[src/rtl/ch1_sweep_seq_pkg.sv]
// Shared APU constants for the channel-1 sweep sequencer: FSM encoding, sequence origin, timer reload.
// Pure declarations; no logic, no latency, no flow control.
package ch1_sweep_seq_pkg;

   typedef logic [2:0] sweep_state_t;

   localparam sweep_state_t ST_IDLE   = 3'd0;
   localparam sweep_state_t ST_LOAD   = 3'd1;
   localparam sweep_state_t ST_SHIFT  = 3'd2;
   localparam sweep_state_t ST_SETTLE = 3'd3;
   localparam sweep_state_t ST_EVAL   = 3'd4;

   localparam logic ORIG_TICK = 1'b0;
   localparam logic ORIG_TRIG = 1'b1;

   localparam logic [3:0] SWEEP_P0_RELOAD = 4'd8;

   // Value 8 truncates to 0 in the 3-bit timer, which then wraps through 7..1: eight ticks.
   function automatic logic [2:0] sweep_reload(input logic [2:0] period);
      return (period == 3'd0) ? SWEEP_P0_RELOAD[2:0] : period;
   endfunction

endpackage

[src/rtl/ch1_sweep_timer.sv]
// Sweep period timer: 3-bit down-counter reloaded on trigger or expiry.
// expire is combinational in the tick cycle; reload beats tick; no backpressure.
module ch1_sweep_timer (
   input  logic       clk,
   input  logic       napu_reset,
   input  logic       reload,
   input  logic       tick,
   input  logic [2:0] period,
   output logic       expire
);
   import ch1_sweep_seq_pkg::*;

   logic [2:0] timer;

   assign expire = tick && !reload && (timer == 3'd1);

   always_ff @(posedge clk or negedge napu_reset) begin
      if (!napu_reset) begin
         timer <= 3'd0;
      end else if (reload) begin
         timer <= sweep_reload(period);
      end else if (tick) begin
         timer <= (timer == 3'd1) ? sweep_reload(period) : timer - 3'd1;
      end
   end

endmodule

[src/rtl/ch1_sweep_seq.sv]
// Channel-1 frequency sweep sequencer: NR10 register, period timer and load/shift/settle/eval FSM.
// Pulses are registered, one cycle after the deciding edge; trigger aborts any sequence; no backpressure.
module ch1_sweep_seq #(
   parameter int SETTLE_CYC = 1
) (
   input  logic       clk,
   input  logic       napu_reset,
   input  logic [7:0] d,
   input  logic       apu_wr,
   input  logic       ff10,
   input  logic       ff14,
   input  logic       sweep_tick,
   input  logic       atys,
   output logic       nff10_d3,
   output logic       ch1_ld_shift,
   output logic       ch1_shift_clk,
   output logic       ch1_freq_upd1,
   output logic       ch1_freq_upd2,
   output logic       ch1_sweep_kill,
   output logic       sweep_busy
);
   import ch1_sweep_seq_pkg::*;

   localparam logic [1:0] SETTLE_INIT = 2'(SETTLE_CYC - 1);

   logic [2:0]   nr10_period, nr10_shift;
   logic         nr10_negate;
   sweep_state_t state, nxt_state;
   logic [2:0]   cnt, nxt_cnt, shift_lat, nxt_shift_lat;
   logic [1:0]   settle, nxt_settle;
   logic         pass, nxt_pass, origin, nxt_origin, sweep_en, nxt_en;
   logic         nxt_ld, nxt_sclk, nxt_upd, nxt_kill, upd_q;
   logic         nr10_wr, trig, expire;

   assign nr10_wr       = apu_wr && ff10;
   assign trig          = apu_wr && ff14 && d[7];
   assign nff10_d3      = !nr10_negate;
   assign sweep_busy    = (state != ST_IDLE);
   assign ch1_freq_upd1 = upd_q;
   assign ch1_freq_upd2 = upd_q;

   ch1_sweep_timer u_timer (
      .clk        (clk),
      .napu_reset (napu_reset),
      .reload     (trig),
      .tick       (sweep_tick),
      .period     (nr10_period),
      .expire     (expire)
   );

   always_ff @(posedge clk or negedge napu_reset) begin
      if (!napu_reset) begin
         nr10_period <= 3'd0;
         nr10_negate <= 1'b0;
         nr10_shift  <= 3'd0;
      end else if (nr10_wr) begin
         nr10_period <= d[6:4];
         nr10_negate <= d[3];
         nr10_shift  <= d[2:0];
      end
   end

   always_comb begin
      nxt_state     = state;
      nxt_cnt       = cnt;
      nxt_settle    = settle;
      nxt_pass      = pass;
      nxt_origin    = origin;
      nxt_shift_lat = shift_lat;
      nxt_en        = sweep_en;
      nxt_ld        = 1'b0;
      nxt_sclk      = 1'b0;
      nxt_upd       = 1'b0;
      nxt_kill      = 1'b0;
      if (trig) begin
         nxt_en     = (nr10_period != 3'd0) || (nr10_shift != 3'd0);
         nxt_pass   = 1'b0;
         nxt_origin = ORIG_TRIG;
         if (nr10_shift != 3'd0) begin
            nxt_state = ST_LOAD;
            nxt_ld    = 1'b1;
         end else begin
            nxt_state = ST_IDLE;
         end
      end else begin
         case (state)
            ST_IDLE: begin
               if (expire && sweep_en && (nr10_period != 3'd0)) begin
                  nxt_state  = ST_LOAD;
                  nxt_ld     = 1'b1;
                  nxt_pass   = 1'b0;
                  nxt_origin = ORIG_TICK;
               end
            end
            ST_LOAD: begin
               nxt_cnt       = nr10_shift;
               nxt_shift_lat = nr10_shift;
               if (nr10_shift != 3'd0) begin
                  nxt_state = ST_SHIFT;
                  nxt_sclk  = 1'b1;
               end else begin
                  nxt_state  = ST_SETTLE;
                  nxt_settle = SETTLE_INIT;
               end
            end
            ST_SHIFT: begin
               // cnt counts the pulse on the output this cycle, so 1 means it was the last one.
               if (cnt > 3'd1) begin
                  nxt_cnt  = cnt - 3'd1;
                  nxt_sclk = 1'b1;
               end else begin
                  nxt_cnt    = 3'd0;
                  nxt_state  = ST_SETTLE;
                  nxt_settle = SETTLE_INIT;
               end
            end
            ST_SETTLE: begin
               if (settle != 2'd0) begin
                  nxt_settle = settle - 2'd1;
               end else begin
                  nxt_state = ST_EVAL;
                  if (!atys) begin
                     nxt_kill = 1'b1;
                     nxt_en   = 1'b0;
                  end else if (!pass && (origin == ORIG_TICK) && (shift_lat != 3'd0)) begin
                     nxt_upd = 1'b1;
                  end
               end
            end
            ST_EVAL: begin
               if (upd_q) begin
                  nxt_state = ST_LOAD;
                  nxt_ld    = 1'b1;
                  nxt_pass  = 1'b1;
               end else begin
                  nxt_state = ST_IDLE;
                  nxt_pass  = 1'b0;
               end
            end
            default: nxt_state = ST_IDLE;
         endcase
      end
   end

   always_ff @(posedge clk or negedge napu_reset) begin
      if (!napu_reset) begin
         state          <= ST_IDLE;
         cnt            <= 3'd0;
         settle         <= 2'd0;
         pass           <= 1'b0;
         origin         <= ORIG_TICK;
         shift_lat      <= 3'd0;
         sweep_en       <= 1'b0;
         ch1_ld_shift   <= 1'b0;
         ch1_shift_clk  <= 1'b0;
         upd_q          <= 1'b0;
         ch1_sweep_kill <= 1'b0;
      end else begin
         state          <= nxt_state;
         cnt            <= nxt_cnt;
         settle         <= nxt_settle;
         pass           <= nxt_pass;
         origin         <= nxt_origin;
         shift_lat      <= nxt_shift_lat;
         sweep_en       <= nxt_en;
         ch1_ld_shift   <= nxt_ld;
         ch1_shift_clk  <= nxt_sclk;
         upd_q          <= nxt_upd;
         ch1_sweep_kill <= nxt_kill;
      end
   end

endmodule

[config.mk]
export PLATFORM = sky130hd
export DESIGN_NAME = ch1_sweep_seq
export DESIGN_NICKNAME = d
export VERILOG_FILES = /design/src/rtl/ch1_sweep_seq_pkg.sv /design/src/rtl/ch1_sweep_timer.sv /design/src/rtl/ch1_sweep_seq.sv
export SDC_FILE = /design/constraint.sdc
export NUM_CORES = 1
export LEC_CHECK = 0
export ABC_CLOCK_PERIOD_IN_PS = 1400
export BUFFER_PORTS_ARGS = -buffer_cell sky130_fd_sc_hd__buf_4
export CORE_MARGIN = 1
export CORE_UTILIZATION = 45
export DETAILED_ROUTE_END_ITERATION = 8
export PLACE_DENSITY_LB_ADDON = 0.1
export SYNTH_ARGS = -nofsm -noshare
export SYNTH_HDL_FRONTEND = slang
export SYNTH_HIERARCHICAL = 1
export SYNTH_SLANG_ARGS = --single-unit
[constraint.sdc]
create_clock -name clk -period 1.4 [get_ports clk]
set_input_delay 0 -clock clk [delete_from_list [all_inputs] [get_ports clk]]
set_output_delay 0 -clock clk [all_outputs]
set_load 0.01 [all_outputs]
==> flow_metrics.env <==
export IMPL_synth_edff_count=0
export IMPL_clock_fmax_mhz=607.6
export IMPL_yosysTopAreaCellShare=0.4579
export IMPL_root_buffer="clkbuf_4"
export IMPL_cts_clk_slew_worst_paths_ns=0.14
export IMPL_die_w_um=60.32
export IMPL_num_rows=20
export IMPL_io_pins=22
export IMPL_worst_pin_slew_ns=0.4029
export IMPL_grt_total_usage=0.2066
export IMPL_crit_type="register to register"
export IMPL_rsz0062_at_grt="true"
export IMPL_place_hpwl_um=2465
export IMPL_grt_max_degree=29
export IMPL_hold_depth=3
export IMPL_crit_fanout=2
export IMPL_r2r_end="state[0]$_DFFE_PN0P_"
export IMPL_fin_nets=220
export IMPL_gp_congestion=0.8559
export IMPL_yosys_area_top_type="dfrtp_1"
export IMPL_r2r_start="u_timer/timer[1]$_DFFE_PN0P_"
export IMPL_yosysMostFrequentCell="dfrtp_1"
export IMPL_async_reset_ff_frac=1.000
export IMPL_maxCapViolations=0
export IMPL_arrival_ns=1.92
export IMPL_die_area_um2=3638
export IMPL_fillerInstances=249
export IMPL_port_buffers=21
export IMPL_violations="setup timing"
export IMPL_cts_buffers=3
export IMPL_vias=1273
export IMPL_required_ns=1.67
export IMPL_start_util=0.4892
export IMPL_power_density_nw_per_um2=1684
export IMPL_dpl_cell_area_um2=1892
export IMPL_cts_sinks=28
export IMPL_clk_latency_ns=0.34
export IMPL_grt_pass1_vias=1300
export IMPL_hold_path_class="primary input to register"
export IMPL_peakVddDrop_uv=879.3
export IMPL_cp_start_kind="register"
export IMPL_fin_crit_sh=1.176
export IMPL_synth_nets=164
export IMPL_drt_total_wl_um=3420
export IMPL_synth_seq_cells=28
export IMPL_routedWlPerCell_um=14.07
export IMPL_clock_skew_final_ns=0.007652
export IMPL_drtPass1Iterations=4
export IMPL_ys_flop_type="dfrtp_1"
export IMPL_ant_nets=0
export IMPL_dp_slack_ns=-0.2276
export IMPL_synth_seq_area_share=0.4579
export IMPL_syn_avg_cell_area_um2=10.63
export IMPL_first_iter_violations=27
export IMPL_status="complete, but fails checks"
export IMPL_drive_gt1_frac=0.4472
export IMPL_reg2reg_slack_ns=-0.25
export IMPL_drc_errors=0
export IMPL_dieHeight_um=60.32
export IMPL_period_needed_ns=1.646
export IMPL_netlist_top_cells_area="dfrtp_1, mux2_2, ha_1"
export IMPL_synth_common_cells="dfrtp_1, nand2_1, inv_1, mux2_2, nor2_1"
export IMPL_final_hold_violation_count=0
export IMPL_slew_headroom=0.7280
export IMPL_hp_start="sweep_tick"
export IMPL_avgViaCountPerCell=5.239
export IMPL_grt_overflow=0
export IMPL_antenna_found_initial=0
export IMPL_synth_area_um2=1530
export IMPL_p_leak_nw=0.9897
export IMPL_cts_tree="built"
export IMPL_end_kind="register"
export IMPL_maxSlewViolCount=0
export IMPL_synth_distinct_cells=47
export IMPL_r2r_cells=9
export IMPL_core_area_um2=3128
export IMPL_htreeDepth=1
export IMPL_areaGrowthSynthToFinish_pct=38.18
export IMPL_design_area_um2=2115
export IMPL_antenna_cells=0
export IMPL_synthCells=144
export IMPL_setup_ws_ns=-0.2457
export IMPL_yosysWarnings=6
export IMPL_hold_end="u_timer/timer[0]$_DFFE_PN0P_"
export IMPL_grt_pass1_wl_um=5471
export IMPL_ctsLongestPathBuffers=2
export IMPL_finalSetupViolations=11
## cell families after synthesis
| group | synth area share |
|---|---|
| AO/OA/AOI/OAI | 0.1922 |
| adder cells (fa/ha/maj) | 0.04088 |
| buffers and inverters | 0.06050 |
| flip-flops | 0.4579 |
| multiplexers | 0.08831 |
| AND/OR/NAND/NOR | 0.1603 |
## how the worst max path moves through the flow
stage                                       startpoint                   end  slack [ns]
after floorplan           u_timer/timer[1]$_DFFE_PN0P_  state[0]$_DFFE_PN0P_       -0.14
after global placement    u_timer/timer[1]$_DFFE_PN0P_  state[0]$_DFFE_PN0P_       -0.12
after detailed placement  u_timer/timer[1]$_DFFE_PN0P_  state[0]$_DFFE_PN0P_       -0.23
after CTS                 u_timer/timer[1]$_DFFE_PN0P_  state[0]$_DFFE_PN0P_       -0.20
after global routing      u_timer/timer[1]$_DFFE_PN0P_  state[0]$_DFFE_PN0P_       -0.35
final                     u_timer/timer[1]$_DFFE_PN0P_  state[0]$_DFFE_PN0P_       -0.25
## per-stage QoR
stage / std cells / hold WS, ns / util / power, mW / setup TNS [ns]
floorplan: 144 / -0.2956 / - / 2.329 / -0.1401
global placement: 228 / -0.06236 / 0.6048 / 2.929 / -0.3393
detailed placement: 228 / -0.06148 / 0.6048 / 2.975 / -0.7864
CTS: 241 / 0.02201 / 0.6580 / 3.473 / -0.7288
global route: 243 / 0.01068 / 0.6760 / 3.807 / -2.314
finish: 243 / 0.01836 / 0.6760 / 3.562 / -1.226
## area by class of cell
cell class	instances	area (µm²)	share of cell area
Multi-Input combinational cell	98	819.5	0.3876
Sequential cell	28	700.7	0.3314
Timing Repair Buffer	57	457.9	0.2166
Tap cell	44	55.05	0.02604
Inverter	12	45.04	0.02130
Clock buffer	4	36.28	0.01716
## flip-flops by register name (all words and copies together), names as in the netlist
| register | cells |
|---|---|
| ch1_ld_shift | 1 |
| u_timer/timer | 3 |
| ch1_freq_upd1 | 1 |
| shift_lat | 3 |
| state | 3 |
| cnt | 3 |
| origin | 1 |
| nr10_shift | 3 |
| sweep_en | 1 |
| nr10_negate | 1 |
| ch1_sweep_kill | 1 |
| ch1_shift_clk | 1 |
| settle | 2 |
| nr10_period | 3 |
| pass | 1 |
## timing repair
item | 4_1_cts | 5_1_grt
hold endpoints to repair | 37 | 0
hold buffers | 9 | 0
buffers inserted | 0 | 3
endpoints found under the setup margin | 10 | 19
resized for setup | 12 | 11
pin swaps | 7 | 10
## worst max-delay path, stage by stage, from the launching register on
cell,delay [ns]
dfrtp_1,0.41
inv_2,0.08
ha_4,0.12
nor2b_4,0.13
nand2_1,0.06
nor2_2,0.12
o311ai_4,0.13
a21oi_1,0.15
a21bo_2,0.24
a21oi_2,0.13
## per-layer routing
metal  track usage  share of wire  vias up
li1              -              -      625
met1        0.2510           0.45      617
met2        0.3658           0.51       25
met3       0.02814          0.024        6
met4       0.08306          0.016        0
met5             0              0        -
## power by group
group	internal (mW)	switching, mW
clock network	0.160	0.247
registers	1.05	0.245
logic	1.03	0.833
total	2.24	1.32
## layout by cell type (no fill, tap or decap), types with 4 or more instances in the layout
| cell | Yosys | layout |
|---|---|---|
| nor2_1 | 8 | 7 |
| dlygate4sd3_1 | 0 | 9 |
| mux2_4 | 3 | 4 |
| nand2_1 | 15 | 15 |
| dfrtp_1 | 28 | 28 |
| o21ai_2 | 0 | 4 |
| inv_1 | 11 | 9 |
| mux2_2 | 8 | 7 |
| buf_4 | 2 | 46 |
| a21oi_1 | 7 | 5 |
Note: power is estimated with default switching activity, not from simulation.
